<file path="src/rtl/i2c_cfg_pkg.sv">
// rtl/i2c_cfg_pkg.sv - shared types and constants for the I2C config sequencer
//
// Purpose: sequencer state encoding, table entry layout (7-bit device address,
// 8-bit sub-address, 8-bit data = 23 bits) and the fixed master transfer length.
// Ports: none (package).

package i2c_cfg_pkg;

   typedef enum logic [3:0] {
      ST_PWR,
      ST_LOAD,
      ST_WREQ,
      ST_WBUSY,
      ST_RREQ,
      ST_RBUSY,
      ST_CHECK,
      ST_NEXT,
      ST_GAP,
      ST_DONE
   } cfg_state_t;

   localparam int ADDR_W  = 7;
   localparam int SUB_W   = 8;
   localparam int DATA_W  = 8;
   localparam int ENTRY_W = ADDR_W + SUB_W + DATA_W;

   // The master is only ever asked for single-byte transfers.
   localparam logic [7:0] XFER_LEN = 8'd1;

   typedef struct packed {
      logic [ADDR_W-1:0] addr;
      logic [SUB_W-1:0]  sub;
      logic [DATA_W-1:0] data;
   } cfg_entry_t;

endpackage

</file>
<file path="src/rtl/i2c_config_rom.sv">
// rtl/i2c_config_rom.sv - board-specific register initialisation table
//
// Purpose: combinational lookup of one {addr7, sub8, data8} entry by index.
// Indices at or beyond ENTRIES read as all-zero.
// Ports:
//   index  in  8   table index
//   entry  out 23  {device address, sub-address, data}

module i2c_config_rom
   import i2c_cfg_pkg::*;
#(
   parameter int ENTRIES = 16
) (
   input  logic [7:0] index,
   output cfg_entry_t entry
);

   always_comb begin
      entry = '0;
      if ({24'd0, index} < ENTRIES) begin
         case (index)
            // Audio codec (7'h1A)
            8'd0:    entry = {7'h1A, 8'h1E, 8'h00};
            8'd1:    entry = {7'h1A, 8'h01, 8'h3C};
            8'd2:    entry = {7'h1A, 8'h04, 8'h12};
            8'd3:    entry = {7'h1A, 8'h08, 8'h15};
            8'd4:    entry = {7'h1A, 8'h0A, 8'h06};
            8'd5:    entry = {7'h1A, 8'h0C, 8'h00};
            8'd6:    entry = {7'h1A, 8'h0E, 8'h42};
            8'd7:    entry = {7'h1A, 8'h10, 8'h02};
            8'd8:    entry = {7'h1A, 8'h12, 8'h01};
            // Video decoder (7'h20)
            8'd9:    entry = {7'h20, 8'h00, 8'h04};
            8'd10:   entry = {7'h20, 8'h04, 8'h57};
            8'd11:   entry = {7'h20, 8'h31, 8'h02};
            8'd12:   entry = {7'h20, 8'h3D, 8'hA2};
            8'd13:   entry = {7'h20, 8'h3E, 8'h6A};
            8'd14:   entry = {7'h20, 8'h3F, 8'hA0};
            8'd15:   entry = {7'h20, 8'h0E, 8'h80};
            default: entry = '0;
         endcase
      end
   end

endmodule

</file>
<file path="src/rtl/i2c_config_sequencer.sv">
// rtl/i2c_config_sequencer.sv - power-up I2C register initialisation sequencer
//
// Purpose: walks the config table, issuing one master write per entry (plus an
// optional read-back compare with bounded retries), then reports done/error.
// Ports:
//   clk_50       in  1  system clock
//   rst_n        in  1  asynchronous active-low reset
//   start        in  1  re-run pulse, honoured only in DONE
//   done         out 1  table finished; cleared by start
//   error        out 1  sticky timeout / retry-exhausted flag; cleared by start
//   err_index    out 8  index of first failing entry
//   request      out 1  master transfer request
//   WR           out 1  1 = write, 0 = read
//   length       out 8  transfer length (always 1)
//   address      out 7  device address
//   sub_address  out 8  register address
//   txReg        out 8  write data
//   busy         in  1  master busy (clk_50 synchronous)
//   rxReg        in  8  master read data

module i2c_config_sequencer
   import i2c_cfg_pkg::*;
#(
   parameter int ENTRIES      = 16,
   parameter int PWR_WAIT     = 2_500_000,
   parameter int GAP_CYCLES   = 1024,
   parameter int VERIFY       = 1,
   parameter int MAX_RETRY    = 2,
   parameter int BUSY_TIMEOUT = 65535
) (
   input  logic       clk_50,
   input  logic       rst_n,
   input  logic       start,
   output logic       done,
   output logic       error,
   output logic [7:0] err_index,
   output logic       request,
   output logic       WR,
   output logic [7:0] length,
   output logic [6:0] address,
   output logic [7:0] sub_address,
   output logic [7:0] txReg,
   input  logic       busy,
   input  logic [7:0] rxReg
);

   localparam logic [21:0] PWR_LAST  = 22'(PWR_WAIT - 1);
   localparam logic [21:0] GAP_LAST  = 22'(GAP_CYCLES - 1);
   localparam logic [15:0] TMO_LAST  = 16'(BUSY_TIMEOUT - 1);
   localparam logic [1:0]  RETRY_MAX = 2'(MAX_RETRY);
   localparam logic [7:0]  LAST_IDX  = 8'(ENTRIES - 1);

   cfg_state_t  state, state_n;
   cfg_state_t  gap_next, gap_next_n;
   logic [7:0]  index, index_n;
   logic [1:0]  retry, retry_n;
   logic [21:0] cnt, cnt_n;          // shared by PWR and GAP
   logic [15:0] tmo, tmo_n;
   logic [7:0]  rd_data, rd_data_n;
   logic        request_n, wr_n, done_n, error_n;
   logic [7:0]  err_index_n;
   logic [6:0]  address_n;
   logic [7:0]  sub_address_n, tx_n;
   logic        flag_err;
   cfg_entry_t  rom_entry;

   i2c_config_rom #(.ENTRIES(ENTRIES)) u_rom (
      .index (index),
      .entry (rom_entry)
   );

   assign length = XFER_LEN;

   always_ff @(posedge clk_50 or negedge rst_n) begin
      if (!rst_n) begin
         state       <= ST_PWR;
         gap_next    <= ST_NEXT;
         index       <= '0;
         retry       <= '0;
         cnt         <= '0;
         tmo         <= '0;
         rd_data     <= '0;
         request     <= 1'b0;
         WR          <= 1'b0;
         address     <= '0;
         sub_address <= '0;
         txReg       <= '0;
         done        <= 1'b0;
         error       <= 1'b0;
         err_index   <= '0;
      end else begin
         state       <= state_n;
         gap_next    <= gap_next_n;
         index       <= index_n;
         retry       <= retry_n;
         cnt         <= cnt_n;
         tmo         <= tmo_n;
         rd_data     <= rd_data_n;
         request     <= request_n;
         WR          <= wr_n;
         address     <= address_n;
         sub_address <= sub_address_n;
         txReg       <= tx_n;
         done        <= done_n;
         error       <= error_n;
         err_index   <= err_index_n;
      end
   end

   always_comb begin
      state_n       = state;
      gap_next_n    = gap_next;
      index_n       = index;
      retry_n       = retry;
      cnt_n         = cnt;
      tmo_n         = tmo;
      rd_data_n     = rd_data;
      request_n     = request;
      wr_n          = WR;
      address_n     = address;
      sub_address_n = sub_address;
      tx_n          = txReg;
      done_n        = done;
      error_n       = error;
      err_index_n   = err_index;
      flag_err      = 1'b0;

      case (state)
         ST_PWR: begin
            if (cnt == PWR_LAST) begin
               cnt_n   = '0;
               state_n = ST_LOAD;
            end else begin
               cnt_n = cnt + 22'd1;
            end
         end

         ST_LOAD: begin
            address_n     = rom_entry.addr;
            sub_address_n = rom_entry.sub;
            tx_n          = rom_entry.data;
            wr_n          = 1'b1;
            request_n     = 1'b1;
            tmo_n         = '0;
            state_n       = ST_WREQ;
         end

         ST_WREQ, ST_RREQ: begin
            request_n = 1'b1;
            if (state == ST_RREQ) begin
               wr_n = 1'b0;
            end
            // Drop request as soon as the master acknowledges so it cannot
            // re-trigger when it returns to idle.
            if (busy) begin
               request_n = 1'b0;
               tmo_n     = '0;
               state_n   = (state == ST_WREQ) ? ST_WBUSY : ST_RBUSY;
            end else if (tmo == TMO_LAST) begin
               request_n = 1'b0;
               flag_err  = 1'b1;
               state_n   = ST_NEXT;
            end else begin
               tmo_n = tmo + 16'd1;
            end
         end

         ST_WBUSY, ST_RBUSY: begin
            if (!busy) begin
               cnt_n   = '0;
               state_n = ST_GAP;
               if (state == ST_RBUSY) begin
                  rd_data_n  = rxReg;
                  gap_next_n = ST_CHECK;
               end else begin
                  gap_next_n = (VERIFY != 0) ? ST_RREQ : ST_NEXT;
               end
            end else if (tmo == TMO_LAST) begin
               flag_err = 1'b1;
               state_n  = ST_NEXT;
            end else begin
               tmo_n = tmo + 16'd1;
            end
         end

         ST_CHECK: begin
            if (rd_data == rom_entry.data) begin
               state_n = ST_NEXT;
            end else if (retry < RETRY_MAX) begin
               retry_n = retry + 2'd1;
               state_n = ST_LOAD;
            end else begin
               flag_err = 1'b1;
               state_n  = ST_NEXT;
            end
         end

         ST_NEXT: begin
            retry_n = '0;
            if (index == LAST_IDX) begin
               done_n  = 1'b1;
               state_n = ST_DONE;
            end else begin
               index_n = index + 8'd1;
               state_n = ST_LOAD;
            end
         end

         ST_GAP: begin
            if (cnt == GAP_LAST) begin
               tmo_n   = '0;
               state_n = gap_next;
            end else begin
               cnt_n = cnt + 22'd1;
            end
         end

         ST_DONE: begin
            if (start) begin
               done_n  = 1'b0;
               error_n = 1'b0;
               index_n = '0;
               state_n = ST_LOAD;
            end
         end

         default: state_n = ST_PWR;
      endcase

      // Only the first failure since the last start is recorded in err_index.
      if (flag_err) begin
         error_n = 1'b1;
         if (!error) begin
            err_index_n = index;
         end
      end
   end

endmodule
</file>
<file path="config.mk">
export PLATFORM = sky130hd
export DESIGN_NAME = i2c_config_sequencer
export DESIGN_NICKNAME = d
export VERILOG_FILES = /design/src/rtl/i2c_cfg_pkg.sv /design/src/rtl/i2c_config_rom.sv /design/src/rtl/i2c_config_sequencer.sv
export SDC_FILE = /design/constraint.sdc
export NUM_CORES = 1
export LEC_CHECK = 0
export ABC_AREA = 0
export BUFFER_PORTS_ARGS = -buffer_cell sky130_fd_sc_hd__buf_2
export CAP_MARGIN = 20
export CORE_MARGIN = 2
export CORE_UTILIZATION = 30
export DETAILED_ROUTE_END_ITERATION = 10
export GPL_TIMING_DRIVEN = 0
export HOLD_SLACK_MARGIN = 0.1
export PLACE_DENSITY = 0.49
export SLEW_MARGIN = 10
export SYNTH_ARGS = -nofsm -noshare
export SYNTH_HDL_FRONTEND = slang
export SYNTH_SLANG_ARGS = --single-unit
</file>
<file path="constraint.sdc">
create_clock -name clk_50 -period 3.05 [get_ports clk_50]
set_input_delay 0.1525 -clock clk_50 [delete_from_list [all_inputs] [get_ports clk_50]]
set_output_delay 0.1525 -clock clk_50 [all_outputs]
set_load 0.005 [all_outputs]
</file>
Word level (Yosys, flattened, before mapping). Memory sizes are Yosys's and may differ from the RTL's. Cells that the tools add are included.

Bits in registers: 99. ROM bits: 288. Word-level logic and storage cells: 116. Memories: 1.

Add/sub/neg operators: 4. Magnitude comparators: 2. Equal/unequal tests: 25. Muxes and demuxes: 45. Bitwise operators: 2. Reduce and logical (&&, ||, !) cells: 22.

Memory list: (name not given) (depth 16, bits a word 18, rd ports 1, clocked after memory_dff 0, write ports 0, RTL line i2c_config_rom.sv:21) `case (index)`.

Operator list (count): two-way mux 22 bit (3); one-hot mux 22 bit (3 select lines) (1); two-way mux 16 bit (4); one-hot mux 16 bit (4 select lines) (1); two-way mux 23 bit (2); one-hot mux 4 bit (8 select lines) (1); two-way mux 4 bit (7); adder 22 x 1 -> 22 bit, second input constant (1); == test 22 x 10 -> 1 bit, second input constant (1); == test 22 bit, second input constant (1); inequality test 2 bit, second input constant (11); AND reduction 3 bit (7); adder 16 x 1 -> 16 bit, second input constant (1); == test 16 bit, second input constant (1); == test 4 x 3 -> 1 bit, second input constant (4); two-way mux 8 bit (2); one-hot mux 8 bit (2 select lines) (1); two-way mux 1 bit (12); nonzero test 2 bit (5); two-way mux 3 bit (3); adder 8 x 1 -> 8 bit, second input constant (1); == test 4 x 2 -> 1 bit, second input constant (2); == test 4 bit, second input constant (2); == test 8 x 4 -> 1 bit, second input constant (1); 15 further kinds (25).

Depth between registers and ports, before layout.
Word-level depth: 8. Mapped depth: 12. Gate-level depth less buffers: 9.

Modules after synthesis. Synthesis repeated with hierarchy kept, for this count alone.

Cell total of the unflattened synthesis: 599. Area total of the unflattened synthesis: 5736.8 sq um.

Modules (own cells, without submodules): i2c_config_sequencer (times used 1, cells an instance 524, area an instance 5207.5 sq um, seq. area each 2429.8 sq um); i2c_config_rom (times used 1, cells an instance 75, area an instance 529.3 sq um, seq. area each 0.0 sq um).

Worst setup path after synthesis. OpenSTA, ideal clock, no wires.

Path type: reg-to-reg. Start point: reg index[0]. End point: reg err_index[0]. Arrival: 2.620 ns. Setup slack: 0.281 ns. Cell stages (with the launch flop): 12. Path buffers: 2. Clock period less this slack: 2.769 ns. Cell sequence: dfrtp_1 -> clkbuf_1 -> inv_1 -> ha_1 -> and3b_1 -> a21oi_1 -> nor4bb_1 -> a211oi_1 -> a21oi_2 -> and2_1 -> buf_2 -> o311ai_0.

Longest elaborated chain between the ends: 7.

RTL lines: start, declared (RTL line i2c_config_sequencer.sv:55) `logic [7:0] index, index_n;`; start signal, assigned (RTL line i2c_config_sequencer.sv:94) `index <= index_n;`; memory read (16 x 18 bit); two-way mux 23 bit (RTL line i2c_config_rom.sv:21); two-way mux 23 bit (RTL line i2c_config_rom.sv:20) `if ({24'd0, index} < ENTRIES) begin`; == test 8 bit (RTL line i2c_config_sequencer.sv:187) `if (rd_data == rom_entry.data) begin`; two-way mux 1 bit (RTL line i2c_config_sequencer.sv:187); one-hot mux 1 bit (3 select lines) (RTL line i2c_config_sequencer.sv:128) `case (state)`; AND reduction 2 bit (no source line); end signal, assigned (RTL line i2c_config_sequencer.sv:106) `err_index <= err_index_n;`; end, declared (RTL line i2c_config_sequencer.sv:36) `output logic [7:0] err_index,`.

Several ways; a longest one is shown, not always the timed one. A chain may end at the register's enable or synchronous reset.

Worst setup path in the final report.
Start point: reg index[4]. End point: reg retry[0].

Longest elaborated chain between the ends: 6.

RTL lines: branches (longest 2 deep; another with < comparator 8 x 5 -> 1 bit); two-way mux 23 bit (*) (RTL line i2c_config_rom.sv:20); == test 8 bit (*) (RTL line i2c_config_sequencer.sv:187); inequality test 2 bit (no source line) (*); AND reduction 3 bit (no source line) (*); end signal, assigned (RTL line i2c_config_sequencer.sv:95) `retry <= retry_n;`; end, declared (RTL line i2c_config_sequencer.sv:56) `logic [1:0] retry, retry_n;`.

Mark *: on every way between the ends.

==> summary.md <==
| Metric | Value |
|---|---|
| Final setup fails | `0` |
| Vias per cell | `around 5.2` |
| Share of flip-flops with an asynchronous set or reset | `100%` |
| CP bufs+invs | `1` |
| PD cells | `about 840 mW/mm2` |
| Min-delay worst type | `in -> reg` |
| HPWL after DPL | `10100 um` |
| Final Cycle Share | `a little over nine tenths` |
| Total track usage | `15.3%` |
| Clk_lat worst skew | `0.35 ns` |
| Wirelength per Cell | `between 15 and 20 um` |
| Layout Skew | `0.00749 ns` |
| Area growth syn-to-layout | `19.5%` |
| Largest family of logic cells by synthesized area | `simple AND/OR/NAND/NOR gates` |
| Die Y | `138 um` |
| Status | `finished, final reports clean` |
| Synth top area cells | `dfrtp_1, nor2_1, xor2_1` |
| Worst EP required | `3.27 ns` |
| WP depth | `7` |
| Simple logic cell fraction of the synthesized area | `25.2%` |
| Min Tclk post-route | `about 2.9 ns` |
| Max_cap viols | `0` |
| DRC violations left | `0` |
| Library cells used by synthesis | `65` |
| Ys flop type | `dfrtp_1` |
| Post-Synth XOR/XNOR Area | `under 10%` |
| CTS tree | `done` |
| CTS Buffer Depth | `2` |
| First-pass DRT Iterations | `5` |
| Die ar. | `around 0.019 mm2` |
| H-tree lvl count | `3` |
| CP max-delay cell | `dfrtp_1` |
| Final wirelength | `between 10000 and 15000 um` |
| Mux contribution to synthesized area | `2.66%` |
| Post-route setup TNS | `0 ns` |
| Hold_ws | `0.191 ns` |
| Critical path startpoint category | `register` |
| Clock slew at reported path FFs | `0.07 ns` |
| Gpl congestion | `just under 0.9` |
| Delay-heaviest family, CP | `compound AO/OA/AOI/OAI gates` |
| CP max stage delay | `~0.47 ns` |
| Vias | `between 4000 and 5000` |
| Critical Path Fanout Max | `10` |
| Synth Cell Area | `roughly 0.0054 mm2` |
| Vias in the first global route | `4570` |
| Largest net degree at the start of global routing | `49` |
| Core area | `0.0174 mm2` |
| TritonCTS Buffers | `9` |
| Area of the multi-input gates | `0.00293 mm2` |
| CP endpoint kind | `register` |
| Worst-path cell chain | `nor4_4 > clkbuf_1 > nand2_1 > a211oi_1 > a2111oi_0 > a31o_2 > o311ai_0` |
| Critical path class | `reg -> reg` |
| Post-synth EDFFs | `0` |
| Mapped Cells | `602` |
| Crit path arrival time | `between 3 and 4 ns` |
| Hold-critical path depth | `3` |
| Max IR drop VDD | `~0.00031 V` |
| Sink Count | `90` |
| Share of the synthesized area in the top cell type | `41.1%` |
| ANT cells | `0` |
| Syn. warnings | `0` |
| Final Core Density | `36.9%` |
| Sequential cell area | `0.00226 mm2` |
| Core Rows | `48` |
| Post-synthesis sequential area ratio | `42.1%` |
| Leading area contributor after synthesis | `dfrtp_1` |
| F_max | `347 MHz` |
| Leakage | `around 2.8 nW` |
| Worst-Margin Slew | `1.11 ns` |
| IO Pins | `55` |
| Reg2reg setup slack | `0.16 ns` |
| Global-route wire length before repair | `22900 um` |
| Max_slew headroom | `25.6%` |
| Total grt overflow | `0` |
| Design Area, Final | `approximately 0.0064 mm2` |
| #FFs+latches synth | `90` |
| Post-synthesis compound-gate area fraction | `14.8%` |
| Area share of fa/ha/maj cells after synthesis | `2.80%` |
| Fraction of layout instances using a drive strength above 1 | `17.8%` |
| Final slew viol count | `0` |
| Tot Pwr | `5.35 mW` |
| Final Hold Violating Endpoints | `0` |
| Root buf cell | `clkbuf_16` |
| Number of port buffers | `40` |
| DRT iter0 DRCs | `373` |
| DRT antenna net count | `0` |
| Cell Area, Placed | `between 0.005 and 0.006 mm2` |
| Reg2Reg Depth | `7` |
| Avg Inst Size Synth | `8.90 um2` |
| Filler cells | `1791` |
| Initial Util | `30.9%` |
| Die width | `138 um` |
| Final net count | `between 600 and 700` |
| Initial antenna violation count | `0` |
## what timing repair did
action / in CTS / in global routing
buffers inserted: 1 / 0
setup endpoints to repair: 13 / 13
gates resized for setup: 6 / 16
pin swaps: 0 / 0
endpoints found under the hold margin: 50 / 0
hold buffers: 9 / 0
## cells in the final DEF (no fill, tap or decap), types with 10 or more instances in the layout
cell,Yosys,routed
buf_2,7,46
nand2_1,56,56
nor2_1,74,74
mux2_2,10,10
xnor2_1,15,15
inv_1,10,10
o21ai_0,36,34
nand4_1,24,24
a211oi_1,15,14
nor2b_1,12,11
xor2_1,26,26
clkbuf_1,18,17
nor3_1,19,19
a21oi_1,21,19
ha_1,12,11
dfrtp_1,88,86
nand3_1,15,15
conb_1,2,13
buf_4,16,18
and3_1,19,19
## area by class of cell
| cell class | count | share of cell area [%] |
|---|---|---|
| multi-input combinational | 463 | 45.7 |
| sequential | 90 | 35.3 |
| timing repair buffer | 51 | 5.12 |
| tap | 225 | 4.40 |
| buffer | 47 | 4.01 |
| clock buffer | 10 | 3.73 |
| clock inverter | 6 | 1.02 |
| inverter | 13 | 0.762 |
## registers in the layout, summed over array words and instances, names as in the netlist
| signal | flops |
|---|---|
| index | 8 |
| rd_data | 8 |
| tmo | 16 |
| retry | 2 |
| gap_next | 2 |
| cnt | 22 |
| request | 1 |
| err_index | 8 |
| done | 1 |
| txReg | 8 |
| state | 4 |
| sub_address | 6 |
| WR | 1 |
| error | 1 |
| address | 2 |
## per-stage QoR
stage | instances | worst slack [ns]
2_1_floorplan | 613 | 0.281
3_3_place_gp | 878 | -0.459
3_5_place_dp | 879 | -0.472
4_1_cts | 905 | 0.0332
5_1_grt | 905 | -0.00508
6_report | 905 | 0.165
## cells in the mapped netlist, types with 4 or more instances
cell type,number
dfrtp_1,88
nor2_1,74
nand2_1,56
o21ai_0,36
xor2_1,26
nand4_1,24
a21oi_1,21
and3_1,19
nor3_1,19
clkbuf_1,18
buf_4,16
a211oi_1,15
nand3_1,15
xnor2_1,15
ha_1,12
nor2b_1,12
inv_1,10
mux2_2,10
o311ai_0,9
or3_1,9
buf_2,7
and4_1,6
and2_1,5
buf_1,5
nand2b_1,4
o21a_1,4
## metal layers
metal	global-route usage (%)	wire (um)
met5	0	0
met4	4.75	179
met2	25.8	6970
met1	19.4	6200
met3	3.27	637
## logic make-up (layout without fill, tap and decap cells)
logic type	Yosys count	in the layout
other	2	13
XOR/XNOR	41	41
AND/OR/NAND/NOR	264	264
AO/OA/AOI/OAI	120	120
adder cells (fa/ha/maj)	12	12
multiplexers	13	13
buffers and inverters	60	127
flip-flops	90	90
## worst min-delay path, cell delays in order
cell and delay (ns):
buf_2 0.12, nor3_1 0.08, a21o_1 0.16
## report_power, final
group          switching, mW  internal [mW]
logic                   1.52          0.978
registers              0.249           1.46
clock network          0.480          0.659
total                   2.25           3.10
## worst paths after layout
check,from,to
worst max-delay path,index[4]$_DFFE_PN0P_,retry[0]$_DFFE_PN0P_
worst min-delay path,start,state[0]$_DFFE_PN0P_
worst max register to register,index[4]$_DFFE_PN0P_,retry[0]$_DFFE_PN0P_
worst min register to register,gap_next[0]$_DFFE_PN1P_,gap_next[0]$_DFFE_PN1P_
max in group asynchronous,rst_n,gap_next[0]$_DFFE_PN1P_
min in group asynchronous,rst_n,address[4]$_DFFE_PN0P_
(Power assumes the default switching activity.)
